--- src/rtl/bpc_pkg.sv ---
// Shared types and elaboration-time helpers for the streaming population counter.
package bpc_pkg;

  typedef enum logic {BPC_ONES, BPC_ZEROS} bpc_mode_t;

  function automatic int unsigned cnt_w(input int unsigned width);
    return $clog2(width + 1);
  endfunction

  function automatic int unsigned num_groups(input int unsigned width);
    return (width + 3) / 4;
  endfunction

  function automatic int unsigned tree_levels(input int unsigned width);
    return $clog2(num_groups(width));
  endfunction

  function automatic int unsigned latency(input int unsigned width, input int unsigned lps);
    return (tree_levels(width) + lps - 1) / lps + 1;
  endfunction

  // Operand count remaining after `level` pairwise-add levels.
  function automatic int unsigned ops_at(input int unsigned width, input int unsigned level);
    int unsigned n;
    n = num_groups(width);
    for (int unsigned i = 0; i < level; i++) n = (n + 1) / 2;
    return n;
  endfunction

  function automatic logic [2:0] popcnt4(input logic [3:0] v);
    return {2'b0, v[0]} + {2'b0, v[1]} + {2'b0, v[2]} + {2'b0, v[3]};
  endfunction

endpackage

--- src/rtl/bit_population_counter_stream_adder_stage.sv ---
// One combinational pairwise-add level of the count tree; an odd last operand passes through.
module bpc_adder_stage #(
  parameter int unsigned NumOps = 2,
  parameter int unsigned OpW = 3,
  localparam int unsigned NumSums = (NumOps + 1) / 2
) (
  input  logic [NumOps*OpW-1:0]      ops_i,
  output logic [NumSums*(OpW+1)-1:0] sums_o
);

  for (genvar j = 0; j < NumSums; j++) begin : g_sum
    if (2 * j + 1 < NumOps) begin : g_add
      assign sums_o[j*(OpW+1) +: OpW+1] = {1'b0, ops_i[2*j*OpW +: OpW]}
                                        + {1'b0, ops_i[(2*j+1)*OpW +: OpW]};
    end else begin : g_pass
      assign sums_o[j*(OpW+1) +: OpW+1] = {1'b0, ops_i[2*j*OpW +: OpW]};
    end
  end

endmodule

--- src/rtl/bit_population_counter_stream.sv ---
// Streaming popcount: leaf nibble counts feed a pipelined adder tree with global-stall
// backpressure, plus a saturating per-packet running total on the output stage.
module bit_population_counter_stream
  import bpc_pkg::*;
#(
  parameter int unsigned WIDTH = 24,
  parameter int unsigned LEVELS_PER_STAGE = 1,
  parameter int unsigned ACC_WIDTH = 16,
  localparam int unsigned CNT_W = cnt_w(WIDTH)
) (
  input  logic                 clk_i,
  input  logic                 srst_i,
  input  logic [WIDTH-1:0]     data_i,
  input  logic                 mode_i,
  input  logic                 data_last_i,
  input  logic                 data_val_i,
  output logic                 data_ready_o,
  output logic [CNT_W-1:0]     data_o,
  output logic                 data_last_o,
  output logic                 data_val_o,
  input  logic                 data_ready_i,
  output logic [ACC_WIDTH-1:0] acc_o,
  output logic                 acc_sat_o
);

  localparam int unsigned G  = num_groups(WIDTH);
  localparam int unsigned L  = tree_levels(WIDTH);
  localparam int unsigned TW = L + 3;

  logic stall;
  assign stall        = data_val_o & ~data_ready_i;
  assign data_ready_o = ~stall;

  // Pad bits stay zero in both modes so they never contribute to the count.
  logic [4*G-1:0] word;
  always_comb begin
    word = '0;
    word[WIDTH-1:0] = (bpc_mode_t'(mode_i) == BPC_ZEROS) ? ~data_i : data_i;
  end

  // lvl_c: combinational result of level k; lvl_v: the same after an optional register.
  logic [TW-1:0] lvl_c [L+1][G];
  logic [TW-1:0] lvl_v [L+1][G];
  logic          vld_v [L+1];
  logic          last_v [L+1];
  logic          out_vld_d, out_last_d;

  for (genvar j = 0; j < G; j++) begin : g_leaf
    assign lvl_c[0][j] = TW'(popcnt4(word[4*j +: 4]));
  end

  for (genvar k = 1; k <= L; k++) begin : g_tree
    localparam int unsigned NIn  = ops_at(WIDTH, k - 1);
    localparam int unsigned NOut = ops_at(WIDTH, k);
    localparam int unsigned OpW  = k + 2;

    logic [NIn*OpW-1:0]      ops;
    logic [NOut*(OpW+1)-1:0] sums;

    for (genvar j = 0; j < NIn; j++) begin : g_pack
      assign ops[j*OpW +: OpW] = lvl_v[k-1][j][OpW-1:0];
    end

    bpc_adder_stage #(
      .NumOps (NIn),
      .OpW    (OpW)
    ) u_stage (
      .ops_i  (ops),
      .sums_o (sums)
    );

    for (genvar j = 0; j < G; j++) begin : g_unpack
      if (j < NOut) begin : g_used
        assign lvl_c[k][j] = TW'(sums[j*(OpW+1) +: OpW+1]);
      end else begin : g_zero
        assign lvl_c[k][j] = '0;
      end
    end
  end

  for (genvar k = 0; k <= L; k++) begin : g_pipe
    logic vin, lin;
    if (k == 0) begin : g_in0
      assign vin = data_val_i;
      assign lin = data_last_i;
    end else begin : g_ink
      assign vin = vld_v[k-1];
      assign lin = last_v[k-1];
    end

    if (k == L) begin : g_tap
      assign out_vld_d  = vin;
      assign out_last_d = lin;
    end

    // Leaf counts, every LEVELS_PER_STAGE-th level and the final level are registered.
    if (k == 0 || k == L || (k % LEVELS_PER_STAGE) == 0) begin : g_reg
      logic [TW-1:0] cnt_q [G];
      logic          vld_q, last_q;

      always_ff @(posedge clk_i or posedge srst_i) begin
        if (srst_i) begin
          for (int j = 0; j < G; j++) cnt_q[j] <= '0;
          vld_q  <= 1'b0;
          last_q <= 1'b0;
        end else if (!stall) begin
          for (int j = 0; j < G; j++) cnt_q[j] <= lvl_c[k][j];
          vld_q  <= vin;
          last_q <= lin;
        end
      end

      for (genvar j = 0; j < G; j++) begin : g_out
        assign lvl_v[k][j] = cnt_q[j];
      end
      assign vld_v[k]  = vld_q;
      assign last_v[k] = last_q;
    end else begin : g_wire
      for (genvar j = 0; j < G; j++) begin : g_out
        assign lvl_v[k][j] = lvl_c[k][j];
      end
      assign vld_v[k]  = vin;
      assign last_v[k] = lin;
    end
  end

  assign data_o      = lvl_v[L][0][CNT_W-1:0];
  assign data_val_o  = vld_v[L];
  assign data_last_o = last_v[L];

  logic [CNT_W-1:0]     cnt_d;
  logic [ACC_WIDTH:0]   acc_sum;
  logic [ACC_WIDTH-1:0] acc_q, acc_d;
  logic                 sat_q, sat_d;
  logic                 first_q, first_d;

  assign cnt_d = lvl_c[L][0][CNT_W-1:0];

  always_comb begin
    acc_d   = acc_q;
    sat_d   = sat_q;
    first_d = first_q;
    acc_sum = {1'b0, acc_q} + (ACC_WIDTH+1)'(cnt_d);
    if (!stall && out_vld_d) begin
      first_d = out_last_d;
      if (first_q) begin
        acc_d = ACC_WIDTH'(cnt_d);
        sat_d = 1'b0;
      end else if (acc_sum[ACC_WIDTH]) begin
        acc_d = '1;
        sat_d = 1'b1;
      end else begin
        acc_d = acc_sum[ACC_WIDTH-1:0];
      end
    end
  end

  always_ff @(posedge clk_i or posedge srst_i) begin
    if (srst_i) begin
      acc_q   <= '0;
      sat_q   <= 1'b0;
      first_q <= 1'b1;
    end else begin
      acc_q   <= acc_d;
      sat_q   <= sat_d;
      first_q <= first_d;
    end
  end

  assign acc_o     = acc_q;
  assign acc_sat_o = sat_q;

endmodule

--- config.mk ---
export PLATFORM = sky130hd
export DESIGN_NAME = bit_population_counter_stream
export DESIGN_NICKNAME = d
export VERILOG_FILES = /design/src/rtl/bpc_pkg.sv /design/src/rtl/bit_population_counter_stream_adder_stage.sv /design/src/rtl/bit_population_counter_stream.sv
export SDC_FILE = /design/constraint.sdc
export NUM_CORES = 1
export LEC_CHECK = 0
export ABC_CLOCK_PERIOD_IN_PS = 3700
export BUFFER_PORTS_ARGS = -buffer_cell sky130_fd_sc_hd__buf_2
export CAP_MARGIN = 10
export CORE_ASPECT_RATIO = 0.5
export CORE_MARGIN = 3
export CORE_UTILIZATION = 58
export CTS_CLUSTER_SIZE = 40
export DETAILED_ROUTE_END_ITERATION = 7
export GPL_TIMING_DRIVEN = 0
export PLACE_DENSITY = 0.89
export SLEW_MARGIN = 20
export SYNTH_ARGS = -nofsm -noshare
export SYNTH_HDL_FRONTEND = slang
export SYNTH_SLANG_ARGS = --single-unit
--- constraint.sdc ---
create_clock -name clk_i -period 3.7 [get_ports clk_i]
set_clock_uncertainty 0.05 [all_clocks]
set_input_delay 0.555 -clock clk_i [delete_from_list [all_inputs] [get_ports clk_i]]
set_output_delay 0.555 -clock clk_i [all_outputs]
set_load 0.02 [all_outputs]
==> results_dict.tcl <==
set metrics [dict create \
    grt_use_met2_pct 38.8 \
    die_w_um 124 \
    cts_tree "built" \
    placed_area_sq_um 4440 \
    drt-vias-per-instance 5.39 \
    intPower_w 0.00252 \
    grt_pass1_vias 3198 \
    die_h_um 65.0 \
    maxSlewHeadroom_pct 58.6 \
    layout.nets 566 \
    worstSetupPathType "reg2reg" \
    status "finished clean" \
    tightestPinTransition_ps 621 \
    clockPowerShare_pct 18.0 \
    htree_levels 3 \
    seq_area_sq_um 1750 \
    power_density_nw_per_um2 939 \
    synth.avg_cell_area_sq_um 9.49 \
    grt_setup_unrepaired "no" \
    grt_first_pass_wirelength_mm 14.6 \
    n_antenna_cell 0 \
    clockBufferDepth 2 \
    multi_input_area_sq_um 2130 \
    yosysUniqueCellTypes 40 \
    drtAntennaViolNets 0 \
    cpMaxStageDelayCell "ha_1" \
    worstPathRequired_ps 3890 \
    comb_power_share_pct 52.1 \
    root_buffer "clkbuf_16" \
    hold_class "in2async" \
    slew_viol_final 0 \
    met3_usage_pct 7.06 \
    dp_hpwl_mm 6.19 \
    fill_cells 468 \
    firstDrtPassIters 4 \
    initial_core_util_pct 63.2 \
    finalSetupTns_ps 0 \
    final_layout_size_suffix_gt1_share_pct 16.0 \
    drtIter0Drc 323 \
    synth_flop_cell "dfrtp_1" \
    cp_max_fo 10 \
    peakVddDrop_mv 0.446 \
    place.gp.congestion 0.891 \
    core_area_sq_um 6380 \
    cp.arrival_ps 3510 \
    p_leak_nw 2.43 \
    drc 0 \
    power.switching_w 0.00191 \
    synth_area_sq_um 4030 \
    seq_power_share_pct 29.9 \
    busiest_layer "met2" \
    setup_violations 0 \
    routed_wl_mm 8.52 \
    wl_per_cell_um 14.6 \
    cpPeakStageDelay_ps 440 \
    ys_seq_area_share_pct 43.5 \
    final_cells 582 \
    dp_slack_ps 408 \
    synth-seq-cells 70 \
    cp_cell_sequence "ha_1 -> fa_1 -> a21o_1 -> a21oi_1 -> xnor2_1 -> ha_1 -> a21o_1 -> nand2_1 -> a2111oi_4 -> buf_6 -> nor3_2 -> a311oi_1" \
    period_share_pct 89.7 \
    fin_area_sq_um 4720 \
    ctsHoldBuffers 0 \
    grt_usage_pct 23.5 \
    synth_edf_count 0 \
    vias 3138 \
    grt_overflow 0 \
    fmax_mhz 301 \
    setup.worst_path.end_class "register" \
    antenna_found_initial 0 \
    io_buffers 53 \
    cts_sinks 70 \
    switching_share_pct 43.1 \
    cp-start-kind "register" \
    post_cts_resized 0 \
    core.rowCount 20 \
    syn_inst 425 \
    area_growth_pct 16.9 \
    num_io_pins 55 \
    fin_ws_ps 383 \
    dp_cells 567 \
    finalHoldViolations 0 \
    die_area_sq_um 8050 \
    synth-async-reset-ratio_pct 100 \
    post_cts_buffers 0 \
    fin_crit_ps 3320 \
    cts.clk_slew.worst_paths_ps 60 \
    synth_fp_nets 501 \
    maxCapViolCount 0 \
    use_met1_pct 30.1 \
    clock_latency_ps 330 \
    grt_start_max_net_pins 51 \
    cts_buffers 9 \
    yosysWarningCount 0 \
]
==> layout by cell type (no fill, tap or decap), types with 3 or more instances in the layout <==
master / n
a21o_1: 9
a21oi_1: 30
a311oi_1: 3
a31oi_1: 3
buf_2: 54
clkbuf_1: 15
clkbuf_16: 9
dfrtp_1: 69
fa_1: 12
ha_1: 34
inv_1: 18
nand2_1: 113
nand3_1: 4
nand4_1: 3
nor2_1: 22
nor2b_1: 4
nor3_1: 6
o21ai_0: 17
o22ai_1: 4
xnor2_1: 6
xor2_1: 28
==> synthesized netlist by cell type, types with 2 or more instances <==
cell	count	area share [%]
nand4_1	3	0.47
fa_1	12	6.0
a41oi_1	2	0.43
o21ai_0	17	2.1
dfrtp_1	69	43
and2_1	2	0.31
nor2_1	22	2.0
and3_1	2	0.31
a211oi_1	2	0.37
a21o_1	9	1.7
inv_1	19	1.8
clkbuf_1	14	1.3
ha_1	34	11
nand3_1	4	0.50
xnor2_1	6	1.3
xor2_1	28	6.1
nor3_1	6	0.74
nor2b_1	4	0.62
a31oi_1	3	0.47
o22ai_1	4	0.62
nand2_1	113	11
a311oi_1	3	0.65
a21oi_1	30	3.7
==> cell families (layout without fill, tap and decap cells) <==
| family | Yosys count | in the layout | synth area share (%) |
|---|---|---|---|
| AOI/OAI and AO/OA | 75 | 75 | 12.1 |
| xor gates and xnor gates | 34 | 34 | 7.38 |
| adders and majority gates | 46 | 46 | 16.5 |
| buffers and inverters | 37 | 106 | 3.66 |
| DFF | 70 | 70 | 43.5 |
| and+or+nand+nor | 163 | 163 | 16.9 |
==> area by class of cell <==
cell class	count	share of cell area (%)
flip-flops and latches	70	37.2
clock inverters	3	0.425
well taps	88	2.33
multi-input cells	318	45.2
plain buffers	17	1.54
clock buffers	12	5.44
repair buffers	54	6.21
inverters	20	1.64
==> path summary, 6_finish.rpt <==
path                                     endpoint                       from  slack (ps)  cells after the start
setup / recovery                        acc_o[11]  g_pipe[2].g_reg.cnt_q[24]         380                     12
hold / removal                          acc_o[12]                     srst_i         120                      2
setup reg to reg                        acc_o[11]  g_pipe[2].g_reg.cnt_q[24]         380                     12
hold reg to reg                         data_o[3]                  data_o[3]         420                      2
max in group asynchronous                 first_q                     srst_i        2900                      3
min in group clk_i         g_pipe[0].g_reg.last_q                data_last_i         380                      3
==> per-stage QoR <==
step	hold slack, ps	total power (W)	utilization (%)
5_1_grt	136	0.00483	73.9
3_3_place_gp	397	0.00346	69.1
3_5_place_dp	404	0.00360	69.6
6_report	123	0.00443	73.9
4_1_cts	125	0.00443	73.9
2_1_floorplan	389	0.00302	-
==> worst max-delay path, delay by kind of cell (launching register included) <==
| family | cells | cell delay, ps |
|---|---|---|
| AOI/OAI and AO/OA | 5 | 1160 |
| xor gates and xnor gates | 1 | 150 |
| adders and majority gates | 3 | 1070 |
| buffers and inverters | 1 | 200 |
| DFF | 1 | 390 |
| and+or+nand+nor | 2 | 200 |
==> flip-flops by register name (all words and copies together), names as in the netlist <==
| name | flops |
|---|---|
| acc_o | 16 |
| data_last_o | 1 |
| data_o | 5 |
| g_pipe.g_reg.vld_q | 3 |
| first_q | 1 |
| data_val_o | 1 |
| g_pipe.g_reg.last_q | 3 |
| acc_sat_o | 1 |
| g_pipe.g_reg.cnt_q | 39 |
==> power groups by stage <==
stage	Clock (W)	Sequential [W]	Combinational, W
3_3_place_gp	0	0.00131	0.00215
6_report	0.000795	0.00133	0.00231
5_1_grt	0.000849	0.00137	0.00261
4_1_cts	0.000809	0.00132	0.00230
3_5_place_dp	0	0.00133	0.00227
2_1_floorplan	0	0.00138	0.00164
==> routing by layer <==
| layer | routed length, um | vias to the layer above |
|---|---|---|
| met5 | 0 | - |
| met4 | 70 | 0 |
| met3 | 627 | 9 |
| met2 | 3950 | 103 |
| met1 | 3870 | 1478 |
| li1 | - | 1548 |
No activity file was read; power rests on OpenSTA's default activity.
